### src/rtl/riscv_pipe_pkg.sv
// Shared pipeline constants: forwarding select encodings and control-bundle bit positions.
// No logic; imported by the ID/EX stage and its operand muxes.
package riscv_pipe_pkg;

    localparam logic [1:0] FWD_REG = 2'b00;
    localparam logic [1:0] FWD_MEM = 2'b01;
    localparam logic [1:0] FWD_EX  = 2'b10;

    localparam int CTRL_REGWRITE = 0;
    localparam int CTRL_MEMREAD  = 1;
    localparam int CTRL_MEMWRITE = 2;
    localparam int CTRL_BRANCH   = 3;
    localparam int CTRL_JUMP     = 4;
    localparam int CTRL_ALUSRC   = 5;
    localparam int CTRL_ALUOP_LO = 6;
    localparam int CTRL_ALUOP_HI = 7;

endpackage

### src/rtl/operand_fwd_mux.sv
// Operand bypass mux: picks regfile, EX result or MEM data by forwarding select.
// Combinational, zero latency; no flow control.
// The reserved select 2'b11 falls back to the regfile value.
module operand_fwd_mux
    import riscv_pipe_pkg::*;
#(
    parameter int WORD_BITWIDTH = 32
) (
    input  logic [1:0]               sel,
    input  logic [WORD_BITWIDTH-1:0] reg_data,
    input  logic [WORD_BITWIDTH-1:0] ex_data,
    input  logic [WORD_BITWIDTH-1:0] mem_data,
    output logic [WORD_BITWIDTH-1:0] data
);

    always_comb begin
        data = reg_data;
        case (sel)
            FWD_EX:  data = ex_data;
            FWD_MEM: data = mem_data;
            default: data = reg_data;
        endcase
    end

endmodule

### src/rtl/id_ex_stage.sv
// ID/EX pipeline register with operand bypass, load-use hazard detection and stall counter.
// Latency: one cycle ID -> EX. Backpressure: stall holds IF/ID and inserts a bubble.
// A flush overrides a hazard, so a killed instruction never stalls the front end.
module id_ex_stage
    import riscv_pipe_pkg::*;
#(
    parameter int REG_NUM_BITWIDTH   = 5,
    parameter int WORD_BITWIDTH      = 32,
    parameter int CTRL_BITWIDTH      = 8,
    parameter int STALL_CNT_BITWIDTH = 16
) (
    input  logic                          clk,
    input  logic                          rst,
    input  logic                          id_valid,
    input  logic [WORD_BITWIDTH-1:0]      id_pc,
    input  logic [REG_NUM_BITWIDTH-1:0]   id_Rs1,
    input  logic [REG_NUM_BITWIDTH-1:0]   id_Rs2,
    input  logic [REG_NUM_BITWIDTH-1:0]   id_Rd,
    input  logic [WORD_BITWIDTH-1:0]      id_rs1Data,
    input  logic [WORD_BITWIDTH-1:0]      id_rs2Data,
    input  logic [WORD_BITWIDTH-1:0]      id_imm,
    input  logic [CTRL_BITWIDTH-1:0]      id_ctrl,
    input  logic [1:0]                    forwardA,
    input  logic [1:0]                    forwardB,
    input  logic [WORD_BITWIDTH-1:0]      ex_fwdData,
    input  logic [WORD_BITWIDTH-1:0]      mem_fwdData,
    input  logic                          flush,
    output logic                          ex_valid,
    output logic [WORD_BITWIDTH-1:0]      ex_pc,
    output logic [REG_NUM_BITWIDTH-1:0]   ex_Rs1,
    output logic [REG_NUM_BITWIDTH-1:0]   ex_Rs2,
    output logic [REG_NUM_BITWIDTH-1:0]   ex_Rd,
    output logic [WORD_BITWIDTH-1:0]      ex_opA,
    output logic [WORD_BITWIDTH-1:0]      ex_opB,
    output logic [WORD_BITWIDTH-1:0]      ex_imm,
    output logic [CTRL_BITWIDTH-1:0]      ex_ctrl,
    output logic                          ex_regWrite,
    output logic                          ex_memRead,
    output logic                          stall,
    output logic [STALL_CNT_BITWIDTH-1:0] stall_count
);

    logic [WORD_BITWIDTH-1:0] op_a_next;
    logic [WORD_BITWIDTH-1:0] op_b_next;
    logic                     rd_match;
    logic                     hazard;
    logic                     bubble;

    operand_fwd_mux #(.WORD_BITWIDTH(WORD_BITWIDTH)) u_fwd_a (
        .sel      (forwardA),
        .reg_data (id_rs1Data),
        .ex_data  (ex_fwdData),
        .mem_data (mem_fwdData),
        .data     (op_a_next)
    );

    operand_fwd_mux #(.WORD_BITWIDTH(WORD_BITWIDTH)) u_fwd_b (
        .sel      (forwardB),
        .reg_data (id_rs2Data),
        .ex_data  (ex_fwdData),
        .mem_data (mem_fwdData),
        .data     (op_b_next)
    );

    assign ex_regWrite = ex_ctrl[CTRL_REGWRITE];
    assign ex_memRead  = ex_ctrl[CTRL_MEMREAD];

    // rs fields are compared unconditionally; a false stall on an unused field is harmless.
    assign rd_match = (ex_Rd != '0) && ((ex_Rd == id_Rs1) || (ex_Rd == id_Rs2));
    assign hazard   = ex_valid && ex_memRead && id_valid && !flush && rd_match;
    assign stall    = hazard;
    assign bubble   = flush || hazard;

    always_ff @(posedge clk) begin
        if (rst || bubble) begin
            ex_valid <= 1'b0;
            ex_pc    <= '0;
            ex_Rs1   <= '0;
            ex_Rs2   <= '0;
            ex_Rd    <= '0;
            ex_opA   <= '0;
            ex_opB   <= '0;
            ex_imm   <= '0;
            ex_ctrl  <= '0;
        end else begin
            ex_valid <= id_valid;
            ex_pc    <= id_pc;
            ex_Rs1   <= id_Rs1;
            ex_Rs2   <= id_Rs2;
            ex_Rd    <= id_Rd;
            ex_opA   <= op_a_next;
            ex_opB   <= op_b_next;
            ex_imm   <= id_imm;
            ex_ctrl  <= id_valid ? id_ctrl : '0;
        end
    end

    always_ff @(posedge clk) begin
        if (rst) begin
            stall_count <= '0;
        end else if (stall && (stall_count != '1)) begin
            stall_count <= stall_count + 1'b1;
        end
    end

endmodule

### config.mk
export PLATFORM = sky130hd
export DESIGN_NAME = id_ex_stage
export DESIGN_NICKNAME = d
export VERILOG_FILES = /design/src/rtl/riscv_pipe_pkg.sv /design/src/rtl/operand_fwd_mux.sv /design/src/rtl/id_ex_stage.sv
export SDC_FILE = /design/constraint.sdc
export NUM_CORES = 1
export LEC_CHECK = 0
export BUFFER_PORTS_ARGS = -buffer_cell sky130_fd_sc_hd__buf_2
export CAP_MARGIN = 20
export CORE_AREA = 2 2 155 157
export CTS_CLUSTER_DIAMETER = 50
export DETAILED_ROUTE_END_ITERATION = 10
export DIE_AREA = 0 0 157 159
export HOLD_SLACK_MARGIN = 0.08
export PLACE_DENSITY = 0.55
export SLEW_MARGIN = 5
export SYNTH_ARGS = -nofsm -noshare
export SYNTH_HDL_FRONTEND = slang
export SYNTH_SLANG_ARGS = --single-unit
export TNS_END_PERCENT = 10
### constraint.sdc
create_clock -name clk -period 4.8 [get_ports clk]
set_input_delay 0.72 -clock clk [delete_from_list [all_inputs] [get_ports clk]]
set_output_delay 0.72 -clock clk [all_outputs]
set_load 0.01 [all_outputs]
==> flow_metrics.py <==
metrics = {
    "run_status": {
        "status": "completed",
    },
    "cells_and_area": {
        "seq_area_um2": 3360,
        "multi_input_area_um2": 2610,
        "fillerInstances": 2445,
        "instances_no_fill": 1382,
        "layout_common_cells": "buf_2 (393), dfxtp_1 (168), nor2_1 (143)",
        "final_common_cell": "buf_2",
        "fin_nets": 1274,
        "area_delta_synth_final_pct": 45.6,
        "drive_above_1_share_pct": 42.2,
        "design_area_um2": 9010,
    },
    "sta": {
        "tightest_slew_ps": 789,
        "rsz0062_at_grt": "false",
        "fmax_ghz": 0.367,
        "setup_viol": 0,
        "hold_viol": 0,
        "clock_skew_ps": 11.0,
        "fin_crit_ps": 2720,
        "fin_crit_sh_pct": 56.8,
        "drv_slew": 0,
        "max_slew_margin_pct": 47.0,
        "worst_slack_ps": 2080,
        "tns_ps": 0,
    },
    "synth": {
        "synth_warnings": 0,
        "syn_inst": 677,
        "ys_types": 37,
        "ys_seq_area_share_pct": 54.3,
        "syn_nets": 905,
        "avgSynthCellArea_um2": 9.14,
        "synth-seq-cells": 168,
        "syn_area_um2": 6190,
    },
    "placement": {
        "placedCellCount": 1345,
        "gp_congestion": 0.792,
        "port_buffers": 393,
        "dpl_cell_area_um2": 8400,
        "dp_slack_ps": 1680,
        "dp_hpwl_mm": 16.8,
    },
    "critical_path": {
        "slowest_stage": "a22oi_4",
        "crit_path_end_kind": "output pin",
        "path_cells": "xor2_1 -> nor3_2 -> a22oi_4 -> nor2_1 -> buf_2",
        "cp-startpoint": "ex_Rd[4]$_SDFF_PP0_",
        "crit_type": "reg -> out",
        "cp.required_ps": 4080,
        "rrSetupSlack_ps": 2090,
        "cp.arrival_ps": 2000,
        "r2r_cells": 6,
        "cpPeakStageDelay_ps": 560,
        "worstSetupStartpointType": "flop",
        "worst_r2r_endpoint": "ex_imm[11]$_SDFF_PP0_",
        "crit_path_max_fanout": 26,
        "r2r_start": "ex_Rd[4]$_SDFF_PP0_",
    },
    "clock_tree": {
        "cts_made_buffers": 17,
        "clkLatencyLatePin_ps": 420,
        "cts_tree": "done",
        "clkTransAtPathRegs_ps": 70,
        "clock-sinks": 168,
        "hold_buffers": 0,
        "htreeDepth": 4,
        "clk_path_buf_depth": 2,
        "cts-root-buf": "clkbuf_16",
        "cts_setup_buffers": 0,
        "post_cts_resize_count": 0,
    },
    "grt": {
        "antenna_found_initial": 6,
        "grt_start_max_net_pins": 65,
        "grt_use_total_pct": 17.3,
        "grt_first_pass_wirelength_mm": 33.5,
        "grt_overflow": 0,
        "grt_pass1_vias": 6059,
    },
    "detailed_routing": {
        "ant_nets": 0,
        "num_vias": 6214,
        "wl_per_cell_um": 16.2,
        "drtPass1Iterations": 5,
        "wl_mm": 22.4,
        "drc": 0,
        "viasPerCell": 4.50,
        "drt_iter0_drc": 343,
    },
    "power": {
        "power_frac_comb_pct": 12.3,
        "netSwitchingPower_uw": 905,
        "clkPwrFrac_pct": 42.3,
        "seqPwrFrac_pct": 45.4,
        "switching_share_pct": 28.1,
        "power_uw": 3220,
        "powerDensity_nw_per_um2": 358,
        "leakage_uw": 0.00445,
        "p_int_uw": 2320,
        "vdd_ir_drop_max_mv": 0.212,
    },
    "floorplanning": {
        "core_area_um2": 23200,
        "fp.dieW_um": 157,
        "rows": 56,
        "start_util_pct": 26.7,
        "die_h_um": 159,
        "boundaryPins": 394,
        "die_area_um2": 25000,
    },
    "worst_hold_path": {
        "whs_path_depth": 2,
        "whs_endpoint": "ex_imm[25]$_SDFF_PP0_",
        "hold_class": "in -> reg",
        "min_from": "id_imm[25]",
    },
    "run": {
        "maxCapViolCount": 0,
    },
}
## stage by stage
stage	hold slack (ps)	utilization [%]
2_1_floorplan	504	-
3_3_place_gp	488	36.2
3_5_place_dp	496	36.2
4_1_cts	465	38.7
5_1_grt	463	38.9
6_report	494	38.9
## power groups by stage
stage | logic, uW | registers, uW | clock network (uW)
finish | 396 | 1460 | 1360
floorplan | 167 | 1520 | 0
CTS | 397 | 1460 | 1420
detailed placement | 395 | 1500 | 0
global placement | 393 | 1500 | 0
global route | 441 | 1470 | 1480
## worst max path at each step
stage / cells past startpoint / end / slack (ps)
floorplan: 5 / stall / 2470
detailed placement: 7 / ex_pc[25]$_SDFF_PP0_ / 1680
CTS: 6 / ex_pc[3]$_SDFF_PP0_ / 2020
global route: 6 / ex_pc[3]$_SDFF_PP0_ / 1760
finish: 5 / stall / 2080
global placement: 7 / ex_pc[17]$_SDFF_PP0_ / 1720
## flip-flops by register name, summed over array words and instances, names as in the netlist, 8 cells and up
register / count
ex_pc: 32
ex_ctrl: 8
ex_opB: 32
stall_count: 16
ex_imm: 32
ex_opA: 32
## synth_stat cells
| master | n | share of area (%) |
|---|---|---|
| o21ai_2 | 1 | 0.14 |
| a22oi_4 | 1 | 0.34 |
| o21ai_1 | 1 | 0.081 |
| dfxtp_1 | 168 | 54 |
| nand4_1 | 6 | 0.61 |
| buf_6 | 1 | 0.18 |
| mux2_2 | 7 | 1.3 |
| or2_2 | 1 | 0.10 |
| nor3_2 | 2 | 0.32 |
| inv_1 | 6 | 0.36 |
| and3_1 | 10 | 1.0 |
| nand2_1 | 6 | 0.36 |
| nand4b_1 | 1 | 0.14 |
| or4_1 | 7 | 0.85 |
| nand3_1 | 5 | 0.40 |
| ha_1 | 5 | 1.0 |
| xor2_1 | 10 | 1.4 |
| buf_2 | 8 | 0.65 |
| o21a_1 | 1 | 0.12 |
| nand2b_1 | 2 | 0.20 |
| nor2b_1 | 7 | 0.71 |
| a22oi_1 | 64 | 7.8 |
| a21oi_2 | 1 | 0.14 |
| and2_1 | 81 | 8.2 |
| nor4_1 | 5 | 0.51 |
| buf_4 | 2 | 0.24 |
| buf_1 | 5 | 0.30 |
| nor2_1 | 143 | 8.7 |
| and4_1 | 2 | 0.28 |
| o21ai_0 | 1 | 0.081 |
| mux2i_1 | 1 | 0.16 |
| o31ai_1 | 7 | 0.85 |
| or3_1 | 1 | 0.10 |
| clkbuf_1 | 31 | 1.9 |
| clkbuf_2 | 2 | 0.16 |
| a21oi_1 | 73 | 5.9 |
| nor3_1 | 2 | 0.16 |
## worst max-delay path: cells and delay by family, from the launching register on
family / cells / cell delay [ps]
xor gates and xnor gates: 1 / 210
buffers and inverters: 1 / 180
DFF: 1 / 440
and+or+nand+nor: 2 / 190
AOI/OAI and AO/OA: 1 / 560
## layer usage
| metal | up-vias | wire length (um) | GRT usage, % |
|---|---|---|---|
| li1 | 3043 | - | - |
| met2 | 307 | 11100 | 30.1 |
| met1 | 2832 | 8620 | 19.4 |
| met4 | 4 | 371 | 5.21 |
| met5 | - | 27 | 0 |
| met3 | 28 | 2240 | 6.86 |
## layout make-up
type | instances | area share, %
sequential | 168 | 37.3
clock inverter | 15 | 1.79
timing repair buffer | 399 | 22.5
tap | 319 | 4.43
inverter | 6 | 0.250
antenna | 4 | 0.111
multi-input combinational | 454 | 28.9
clock buffer | 17 | 4.72
## logic make-up (layout without fill, tap and decap cells)
group	Yosys count	count (layout)	share of synthesized area (%)
other cells	0	4	0
mux	8	8	1.44
flops	168	168	54.3
simple gates	281	281	22.6
fa+ha+maj	5	5	1.01
xor+xnor	10	10	1.41
buf+inv	55	437	3.78
compound gates	150	150	15.4
Note: power is estimated with default switching activity, not from simulation.
